$ cat src/rtl/segasys1_hvgen.sv
// Horizontal/vertical video timing generator: pixel counters, blanking, adjustable
// syncs and line/frame strobes, all advancing on the pixel clock enable.
module segasys1_hvgen #(
   parameter int H_TOTAL  = 320,
   parameter int H_VIS    = 256,
   parameter int V_TOTAL  = 264,
   parameter int V_VIS    = 224,
   parameter int HS_START = 280,
   parameter int HS_WIDTH = 32,
   parameter int VS_START = 240,
   parameter int VS_WIDTH = 3
) (
   input  logic       clk40M,
   input  logic       reset_n,
   input  logic       pclk_en,
   input  logic [3:0] hs_adj,
   input  logic [3:0] vs_adj,
   output logic [8:0] PH,
   output logic [8:0] PV,
   output logic       HBLK,
   output logic       VBLK,
   output logic       HSYNC_N,
   output logic       VSYNC_N,
   output logic       line_start,
   output logic       frame_start,
   output logic [7:0] frame_cnt
);

   localparam logic [8:0] H_LAST   = 9'(H_TOTAL - 1);
   localparam logic [8:0] V_LAST   = 9'(V_TOTAL - 1);
   localparam logic [8:0] H_VIS_C  = 9'(H_VIS);
   localparam logic [8:0] V_VIS_C  = 9'(V_VIS);
   localparam logic [9:0] HS_BASE  = 10'(HS_START);
   localparam logic [9:0] VS_BASE  = 10'(VS_START);
   localparam logic [9:0] HS_LEN   = 10'(HS_WIDTH);
   localparam logic [9:0] VS_LEN   = 10'(VS_WIDTH);

   logic [3:0] hs_adj_q;
   logic [3:0] vs_adj_q;
   logic       h_wrap;
   logic       v_wrap;
   logic [8:0] ph_nxt;
   logic [8:0] pv_nxt;
   logic [9:0] hs_first;
   logic [9:0] hs_end;
   logic [9:0] vs_first;
   logic [9:0] vs_end;
   logic       hs_act;
   logic       vs_act;

   assign h_wrap = (PH == H_LAST);
   assign v_wrap = h_wrap && (PV == V_LAST);

   always_comb begin
      ph_nxt = PH + 9'd1;
      pv_nxt = PV;
      if (h_wrap) begin
         ph_nxt = 9'd0;
         pv_nxt = v_wrap ? 9'd0 : PV + 9'd1;
      end
   end

   // Sync windows use the adjust latched at the last frame wrap, so a mid-frame
   // change of hs_adj/vs_adj only takes effect from the following frame.
   assign hs_first = HS_BASE + {{6{hs_adj_q[3]}}, hs_adj_q};
   assign hs_end   = hs_first + HS_LEN;
   assign vs_first = VS_BASE + {{6{vs_adj_q[3]}}, vs_adj_q};
   assign vs_end   = vs_first + VS_LEN;
   assign hs_act   = ({1'b0, ph_nxt} >= hs_first) && ({1'b0, ph_nxt} < hs_end);
   assign vs_act   = ({1'b0, pv_nxt} >= vs_first) && ({1'b0, pv_nxt} < vs_end);

   always_ff @(posedge clk40M or negedge reset_n) begin
      if (!reset_n) begin
         PH          <= '0;
         PV          <= '0;
         HBLK        <= 1'b0;
         VBLK        <= 1'b0;
         HSYNC_N     <= 1'b1;
         VSYNC_N     <= 1'b1;
         line_start  <= 1'b0;
         frame_start <= 1'b0;
         frame_cnt   <= '0;
         hs_adj_q    <= '0;
         vs_adj_q    <= '0;
      end else begin
         line_start  <= 1'b0;
         frame_start <= 1'b0;
         if (pclk_en) begin
            PH      <= ph_nxt;
            PV      <= pv_nxt;
            HBLK    <= (ph_nxt >= H_VIS_C);
            VBLK    <= (pv_nxt >= V_VIS_C);
            HSYNC_N <= ~hs_act;
            if (h_wrap) begin
               VSYNC_N    <= ~vs_act;
               line_start <= 1'b1;
            end
            if (v_wrap) begin
               frame_start <= 1'b1;
               frame_cnt   <= frame_cnt + 8'd1;
               hs_adj_q    <= hs_adj;
               vs_adj_q    <= vs_adj;
            end
         end
      end
   end

endmodule

$ cat config.mk
export PLATFORM = sky130hd
export DESIGN_NAME = segasys1_hvgen
export DESIGN_NICKNAME = d
export VERILOG_FILES = /design/src/rtl/segasys1_hvgen.sv
export SDC_FILE = /design/constraint.sdc
export NUM_CORES = 1
export LEC_CHECK = 0
export BUFFER_PORTS_ARGS = -buffer_cell sky130_fd_sc_hd__buf_4
export CORE_MARGIN = 1
export CORE_UTILIZATION = 40
export DETAILED_ROUTE_END_ITERATION = 6
export HOLD_SLACK_MARGIN = 0.15
export PLACE_DENSITY = 0.59
export SLEW_MARGIN = 10
export SYNTH_ARGS = -nofsm -noshare
export SYNTH_HDL_FRONTEND = slang
export SYNTH_SLANG_ARGS = --single-unit
$ cat constraint.sdc
create_clock -name clk40M -period 2.99 [get_ports clk40M]
set_input_delay 0.4485 -clock clk40M [delete_from_list [all_inputs] [get_ports clk40M]]
set_output_delay 0.4485 -clock clk40M [all_outputs]
set_load 0.1 [all_outputs]
==> tab_implementation.tex, run 1 <==
\begin{tabular}{lr}
\hline
Metric & Value \\
\hline
\multicolumn{2}{l}{\textbf{Route}} \\
DRC & 0 \\
Total wirelength of the detailed-routed design & 5110 um \\
Detailed-route via count & 1,964 \\
Via/cell ratio & 5.27 \\
Post-route ant nets & 0 \\
DR WL/cell & 13.7 um \\
Detailed Routing Iterations Pass 1 & 4 \\
DR iter-0 viols & 93 \\
\multicolumn{2}{l}{\textbf{Timing}} \\
Ratio of final minimum period to clock period & 91.5\% \\
Peak clock frequency supported by timing & 365 MHz \\
Worst-case clock skew & 0.0104 ns \\
Unrepaired setup endpoints after global routing & false \\
Final Max Tran Viols & 0 \\
Setup TNS & 0 ns \\
Time the worst path needs with I/O delays and setup & 2.74 ns \\
Number of hold violations in the final report & 0 \\
Final setup violation count & 0 \\
Final worst-path setup slack & 0.253 ns \\
\multicolumn{2}{l}{\textbf{Placement}} \\
Worst slack, placed & 0.164 ns \\
Port Buffer Count & 42 \\
Routability congestion estimate & 0.855 \\
HPWL after detailed placement & 3680 um \\
Area after DPL & 0.00284 mm\^{}2 \\
\multicolumn{2}{l}{\textbf{Clock network}} \\
Post-cts resize count & 0 \\
Longest Clk Path Bufs & 2 \\
Root buffer cell & clkbuf\_8 \\
Clock network latency to the later pin of the worst-skew pair & 0.29 ns \\
Number of clock sinks & 39 \\
Number of buffers inserted during clock tree synthesis & 5 \\
Clock slew at the register clock pins of the worst setup and hold paths & 0.08 ns \\
CTS tree & yes \\
H-tree lvl count & 2 \\
\multicolumn{2}{l}{\textbf{Final layout}} \\
Finished Core Util & 50.2\% \\
Area growth from synthesis to final layout & 21.4\% \\
Commonest non-fill, non-tap cell in the layout & buf\_4 \\
Area of all placed cells without fillers & 0.00297 mm\^{}2 \\
Number of filler instances in the final layout & 585 \\
Number of nets at the end of the flow & 329 \\
Area taken by flip-flops and latches & 996 um\^{}2 \\
Count of inserted antenna diode cells & 0 \\
Most used cells in the layout excluding fill and tap cells & 49 x buf\_4, 28 x nand2\_1, 27 x dfrtp\_1 \\
Share of post-route cells with drive strength above 1 & 28.2\% \\
Combined area of the multi-input logic cells & 0.00137 mm\^{}2 \\
\multicolumn{2}{l}{\textbf{Synth}} \\
Distinct cells, synth & 44 \\
Asr flop ratio synth & 100\% \\
Portion of the post-synthesis area used by sequential elements & 40.0\% \\
Number of enable flip-flop cells after synthesis & 0 \\
Synthesized flop and latch total & 39 \\
Cell area after technology mapping & 0.00245 mm\^{}2 \\
Avg Inst Size Synth & 9.68 um\^{}2 \\
Area fraction of the dominant cell type after synthesis & 37.8\% \\
Leading area contributor after synthesis & dfrtp\_1 \\
Cell count after synthesis & 253 \\
Top post-synthesis cells by area & dfrtp\_1 38\%, ha\_1 11\%, nand2\_1 4.3\%, xnor2\_1 4.3\%, mux2\_2 3.7\% \\
Most used flip-flop cell after synthesis & dfrtp\_1 \\
Count of yosys warnings during synthesis & 0 \\
Nets in the synthesized netlist & 285 \\
\multicolumn{2}{l}{\textbf{Setup path}} \\
Crit path max-delay family & compound AO/OA/AOI/OAI gates \\
Master of the slowest instance on the critical path & dfrtp\_4 \\
CP Max Fanout & 6 \\
Crit path capture type & register \\
Buf/Inv on CP & 0 \\
Worst Reg2Reg Path Length in Cells & 12 \\
Number of logic stages on the critical path including buffering & 12 \\
Required time reported for the critical path endpoint & 3.19 ns \\
Startpoint type of the worst setup path & register \\
Slowest cell delay on critical path & 0.45 ns \\
Category of the most critical setup path & register to register \\
Arrival time worst endpoint & 2.93 ns \\
Critical Path, Cell by Cell & ha\_1 -> nand3\_4 -> nand3b\_1 -> nor3\_1 -> a21oi\_1 -> ha\_1 -> nand2\_1 -> a21o\_1 -> a21oi\_1 -> o21ai\_0 -> a221o\_1 -> o31ai\_1 \\
\multicolumn{2}{l}{\textbf{Worst hold path}} \\
Hold Crit Depth & 3 \\
Hold/Removal Path Class & input port to register \\
\multicolumn{2}{l}{\textbf{Floorplan}} \\
Overall die height & 80.2 um \\
Area inside the core boundary & 0.00592 mm\^{}2 \\
Die extent in x & 80.2 um \\
Full die area & 0.00644 mm\^{}2 \\
Site row count & 28 \\
Starting utilization of the core area & 41.4\% \\
Ports placed on the boundary & 43 \\
\multicolumn{2}{l}{\textbf{Global route}} \\
GR Util met3 & 2.73\% \\
Vias in the first global route & 1,941 \\
Total track usage & 17.9\% \\
Largest net degree at the start of global routing & 40 \\
Grt met1 use & 24.0\% \\
Met2 global-route usage & 28.9\% \\
Overall overflow remaining after global route & 0 \\
Number of antenna violations at the first check in global routing & 0 \\
First-pass GRT wire length & 8920 um \\
Highest-utilization routing layer at the global route stage & met2 \\
\multicolumn{2}{l}{\textbf{Power and ir drop}} \\
Sum of internal, switching and leakage power & 0.00163 W \\
IR drop worst, VDD & 0.000581 V \\
Power per unit of standard cell area & 548 mW/mm\^{}2 \\
Leakage component of the power & 1.46 nW \\
\multicolumn{2}{l}{\textbf{Job}} \\
Max-cap violations & 0 \\
\multicolumn{2}{l}{\textbf{Run status}} \\
Result of the run & complete, no violations \\
\hline
\end{tabular}
==> Yosys cell counts, types with 6 or more instances <==
cell	number
a21oi_1	12
nand3_1	9
nand2_1	28
nor2_1	11
buf_2	6
dfrtp_1	37
ha_1	21
inv_1	10
o21ai_0	16
nand4_1	7
xnor2_1	12
xor2_1	10
mux2_2	8
==> logic make-up (layout without fill, tap and decap cells) <==
family | after synthesis | count (layout) | synth area share (%)
buffers and inverters | 23 | 68 | 4.19
other | 1 | 1 | 0.153
muxes | 12 | 12 | 5.52
and+or+nand+nor | 88 | 88 | 20.4
adders and majority gates | 21 | 21 | 10.7
DFF | 39 | 39 | 40.0
AOI/OAI and AO/OA | 47 | 47 | 11.2
xor gates and xnor gates | 22 | 22 | 7.87
==> final cells by class <==
cell class | count | area share (%)
multi-input cells | 191 | 46.0
clock buffers | 8 | 3.37
well taps | 75 | 3.16
repair buffers | 50 | 12.7
flip-flops and latches | 39 | 33.5
inverters | 10 | 1.26
==> per-layer routing <==
metal  vias up  share of wire, %  wire length [um]
met2        29                46              2370
met5         -                 0                 0
met3         6               2.7               136
met4         0               1.5                78
met1       943                49              2530
li1        986                 -                 -
==> final timing paths <==
check                        startpoint           end  slack, ns
setup / recovery                  PH[0]       VSYNC_N       0.25
hold / removal                vs_adj[0]   vs_adj_q[0]       0.36
setup reg to reg                  PH[0]       VSYNC_N       0.25
hold reg to reg            frame_cnt[7]  frame_cnt[7]       0.48
max in group asynchronous       reset_n         PH[0]       1.93
min in group asynchronous       reset_n    line_start       0.67
==> metrics by stage <==
step	hold WS [ns]	instances
after floorplan	0.153	253
after global placement	0.459	361
after detailed placement	0.461	361
after CTS	0.354	370
after global routing	0.374	373
final	0.361	373
==> tightest hold or removal path: stages <==
cell     delay (ns)
buf_4          0.08
nand2_1        0.03
o21ai_0        0.05
==> report_power, final <==
group	leakage [nW]	internal, W	total, W	switching (W)
combinational	0.924	0.000159	0.000578	0.000419
sequential	0.480	0.000578	0.000658	0.0000801
clock	0.0515	0.000211	0.000393	0.000182
==> registers in the layout (all words and copies together), names as in the netlist <==
| name | count |
|---|---|
| vs_adj_q | 4 |
| frame_start | 1 |
| HSYNC_N | 1 |
| PV | 9 |
| frame_cnt | 8 |
| line_start | 1 |
| PH | 9 |
| hs_adj_q | 4 |
| VBLK | 1 |
| VSYNC_N | 1 |
==> timing repair <==
item | 4_1_cts | 5_1_grt
buffers inserted | 0 | 3
endpoints found under the hold margin | 14 | 0
hold buffers | 1 | 0
setup endpoints to repair | 0 | 1
No activity file was read; power rests on OpenSTA's default activity.
==> run 2, diff against run 1 <==
==> constraint.sdc (replaced) <==
create_clock -name clk40M -period 3.5 [get_ports clk40M]
set_input_delay 0.525 -clock clk40M [delete_from_list [all_inputs] [get_ports clk40M]]
set_output_delay 0.525 -clock clk40M [all_outputs]
set_load 0.1 [all_outputs]
==> run 2 against run 1 <==
Die area stayed put. Register-to-register slack better by 0.40 ns. Setup slack better by 0.40 ns. Maximum frequency is 3.8% lower. Non-clock buffer count is 5 lower. Design area is 2.6% lower. First-iteration DRC count is 8.6% lower. Clock skew is 0.0059 ns lower. Sequential cell count stayed put. Routed wire length is 0.12% higher. Global-route usage is 0.21 points lower. Clock-buffer cell count is 1 lower. Critical endpoint unchanged. Largest power group unchanged. Highest routed layer unchanged.
==> tab_implementation.tex, run 2 (synthesis results as in run 1) <==
\begin{tabular}{lr}
\hline
Metric & Value \\
\hline
\multicolumn{2}{l}{\textbf{Clock network}} \\
Post-cts resize count & 0 (unchanged) \\
Post-CTS Setup Inserts & 0 (unchanged) \\
Clock network latency to the later pin of the worst-skew pair & 0.29 ns (about the same) \\
CTS Hold Buffers Added & 0 (-1) \\
Number of clock sinks & 39 (unchanged) \\
Longest Clk Path Bufs & 2 (unchanged) \\
Clock slew at the register clock pins of the worst setup and hold paths & 0.08 ns (about the same) \\
CTS tree & yes \\
H-tree lvl count & 2 (unchanged) \\
Root buffer cell & clkbuf\_8 \\
Number of buffers inserted during clock tree synthesis & 5 (unchanged) \\
\multicolumn{2}{l}{\textbf{Final layout}} \\
Non-filler cells, final & 368 (-1.3\%) \\
Commonest non-fill, non-tap cell in the layout & buf\_4 \\
Area growth from synthesis to final layout & 18.3\% \\
Number of filler instances in the final layout & 564 (-3.6\%) \\
Share of post-route cells with drive strength above 1 & 23.5\% (-4.6 points) \\
Count of inserted antenna diode cells & 0 (unchanged) \\
Most used cells in the layout excluding fill and tap cells & 45 x buf\_4, 37 x dfrtp\_1, 28 x nand2\_1 \\
Number of nets at the end of the flow & 324 (-1.5\%) \\
Largest registers & PH (9), PV (9), frame\_cnt (8) \\
\multicolumn{2}{l}{\textbf{Global route}} \\
First-pass GRT wire length & 8690 um (-2.5\%) \\
Vias in the first global route & 1,779 (-8.3\%) \\
Total track usage & 17.6\% (-0.21 points) \\
Overall overflow remaining after global route & 0 (unchanged) \\
Number of antenna violations at the first check in global routing & 0 (unchanged) \\
Largest net degree at the start of global routing & 40 (unchanged) \\
\multicolumn{2}{l}{\textbf{Route}} \\
Detailed-route via count & 1,920 (-2.2\%) \\
Total wirelength of the detailed-routed design & 5120 um (+0.12\%) \\
Post-route ant nets & 0 (unchanged) \\
DRC & 0 (unchanged) \\
Via/cell ratio & 5.22 (-0.91\%) \\
Detailed Routing Iterations Pass 1 & 4 (unchanged) \\
DR iter-0 viols & 85 (-8.6\%) \\
DR WL/cell & 13.9 um (+1.5\%) \\
\multicolumn{2}{l}{\textbf{Setup path}} \\
Critical Path, Cell by Cell & ha\_1 -> nand3\_4 -> nor4\_4 -> nand4\_1 -> o21ai\_1 -> ha\_1 -> a2111oi\_0 -> a21oi\_1 -> a21oi\_1 -> o31ai\_1 \\
Worst r2r src & PH[0] \\
Slowest cell delay on critical path & 0.49 ns (+0.04 ns) \\
Beginning of the critical path & PH[0] \\
Crit path capture type & register \\
Crit Reg-Reg Endpoint & VSYNC\_N \\
Setup slack of the most critical reg-to-reg path & 0.65 ns (+0.40 ns) \\
Startpoint type of the worst setup path & register \\
Required time reported for the critical path endpoint & 3.72 ns (+0.53 ns) \\
Category of the most critical setup path & register to register \\
Worst Reg2Reg Path Length in Cells & 10 (-2) \\
CP endpoint & VSYNC\_N \\
Arrival time worst endpoint & 3.07 ns (+0.14 ns) \\
CP Max Fanout & 8 (+2) \\
Master of the slowest instance on the critical path & nor4\_4 \\
\multicolumn{2}{l}{\textbf{Run status}} \\
Result of the run & complete, no violations \\
\multicolumn{2}{l}{\textbf{Power and ir drop}} \\
Power per unit of standard cell area & 464 mW/mm\^{}2 (-15\%) \\
Leakage component of the power & 1.43 nW (-1.4\%) \\
IR drop worst, VDD & 0.000508 V (-13\%) \\
\multicolumn{2}{l}{\textbf{Placement}} \\
Port Buffer Count & 42 (unchanged) \\
Routability congestion estimate & 0.784 (-8.3\%) \\
HPWL after detailed placement & 3720 um (+1.2\%) \\
Inst Count DP & 360 (-0.28\%) \\
\multicolumn{2}{l}{\textbf{Timing}} \\
Final Max Tran Viols & 0 (unchanged) \\
Time the worst path needs with I/O delays and setup & 2.85 ns (+0.109 ns) \\
Final setup violation count & 0 (unchanged) \\
Peak clock frequency supported by timing & 351 MHz (-3.8\%) \\
Setup TNS & 0 ns (unchanged) \\
Worst-case clock skew & 0.00451 ns (-0.00590 ns) \\
Ratio of final minimum period to clock period & 81.3\% (-10 points) \\
Unrepaired setup endpoints after global routing & false \\
Number of hold violations in the final report & 0 (unchanged) \\
\multicolumn{2}{l}{\textbf{Worst hold path}} \\
Hold/Removal Path Class & input port to async pin \\
\multicolumn{2}{l}{\textbf{Floorplan}} \\
Ports placed on the boundary & 43 (unchanged) \\
Die extent in x & 80.2 um (unchanged) \\
Area inside the core boundary & 0.00592 mm\^{}2 (unchanged) \\
Site row count & 28 (unchanged) \\
Full die area & 0.00644 mm\^{}2 (unchanged) \\
Starting utilization of the core area & 41.4\% (unchanged) \\
Overall die height & 80.2 um (unchanged) \\
\multicolumn{2}{l}{\textbf{Job}} \\
Max-cap violations & 0 (unchanged) \\
\hline
\end{tabular}
run 2: cell count changes in the layout (fill, tap and decap cells not counted):
cell,before,now
clkinv_2,0,1
dfrtp_2,8,0
dlygate4sd3_1,1,0
clkbuf_8,7,5
buf_4,49,45
clkbuf_1,1,2
dfrtp_1,27,37
dfrtp_4,2,0
run 2: final cells by class:
class,instances,area (um^2),area share (%)
clock buffers,7,76.3,2.63
clock inverters,1,5.00,0.173
well taps,75,93.8,3.24
multi-input cells,191,1370,47.2
inverters,10,37.5,1.30
flip-flops and latches,39,978,33.8
repair buffers,45,338,11.7
run 2: where the power goes:
group,leakage (nW),total [W],internal (W),switching (W)
Sequential,0.493,0.000551,0.000484,0.0000673
Clock,0.0422,0.000298,0.000140,0.000158
Combinational,0.899,0.000495,0.000134,0.000361
run 2: layer usage:
metal / global-route usage (%) / share of wire (%) / wire, um / vias to the layer above
li1: - / - / - / 969
met1: 23.7 / 49 / 2490 / 914
met2: 28.2 / 47 / 2410 / 31
met3: 3.52 / 2.9 / 150 / 6
met4: 5.89 / 1.2 / 63 / 0
met5: 0 / 0 / 0 / -
run 2: stage by stage:
| step | area (um^2) | setup WS, ns | util (%) | hold WS, ns | power [W] |
|---|---|---|---|---|---|
| 4_1_cts | 2900 | 0.639 | 48.9 | 0.215 | 0.00136 |
| 6_report | 2900 | 0.654 | 48.9 | 0.197 | 0.00134 |
| 3_3_place_gp | 2820 | 0.765 | 47.5 | 0.463 | 0.00105 |
| 2_1_floorplan | 2450 | 0.106 | - | 0.229 | 0.000939 |
| 3_5_place_dp | 2820 | 0.640 | 47.5 | 0.469 | 0.00106 |
| 5_1_grt | 2900 | 0.335 | 48.9 | 0.230 | 0.00142 |
run 2: worst min path at each step:
stage,startpoint,end,slack (ns),cells after the start
floorplan,reset_n,PH[0],0.23,0
global placement,frame_cnt[7],frame_cnt[7],0.46,1
detailed placement,frame_cnt[7],frame_cnt[7],0.47,1
CTS,reset_n,vs_adj_q[2],0.22,1
global route,reset_n,vs_adj_q[1],0.23,1
finish,reset_n,vs_adj_q[0],0.20,1
run 2: critical path: cells and delay by family, from the launching register on:
family | cells | cell delay (ns)
AOI/OAI and AO/OA | 5 | 1.00
and+or+nand+nor | 3 | 0.75
adders and majority gates | 2 | 0.59
DFF | 1 | 0.43
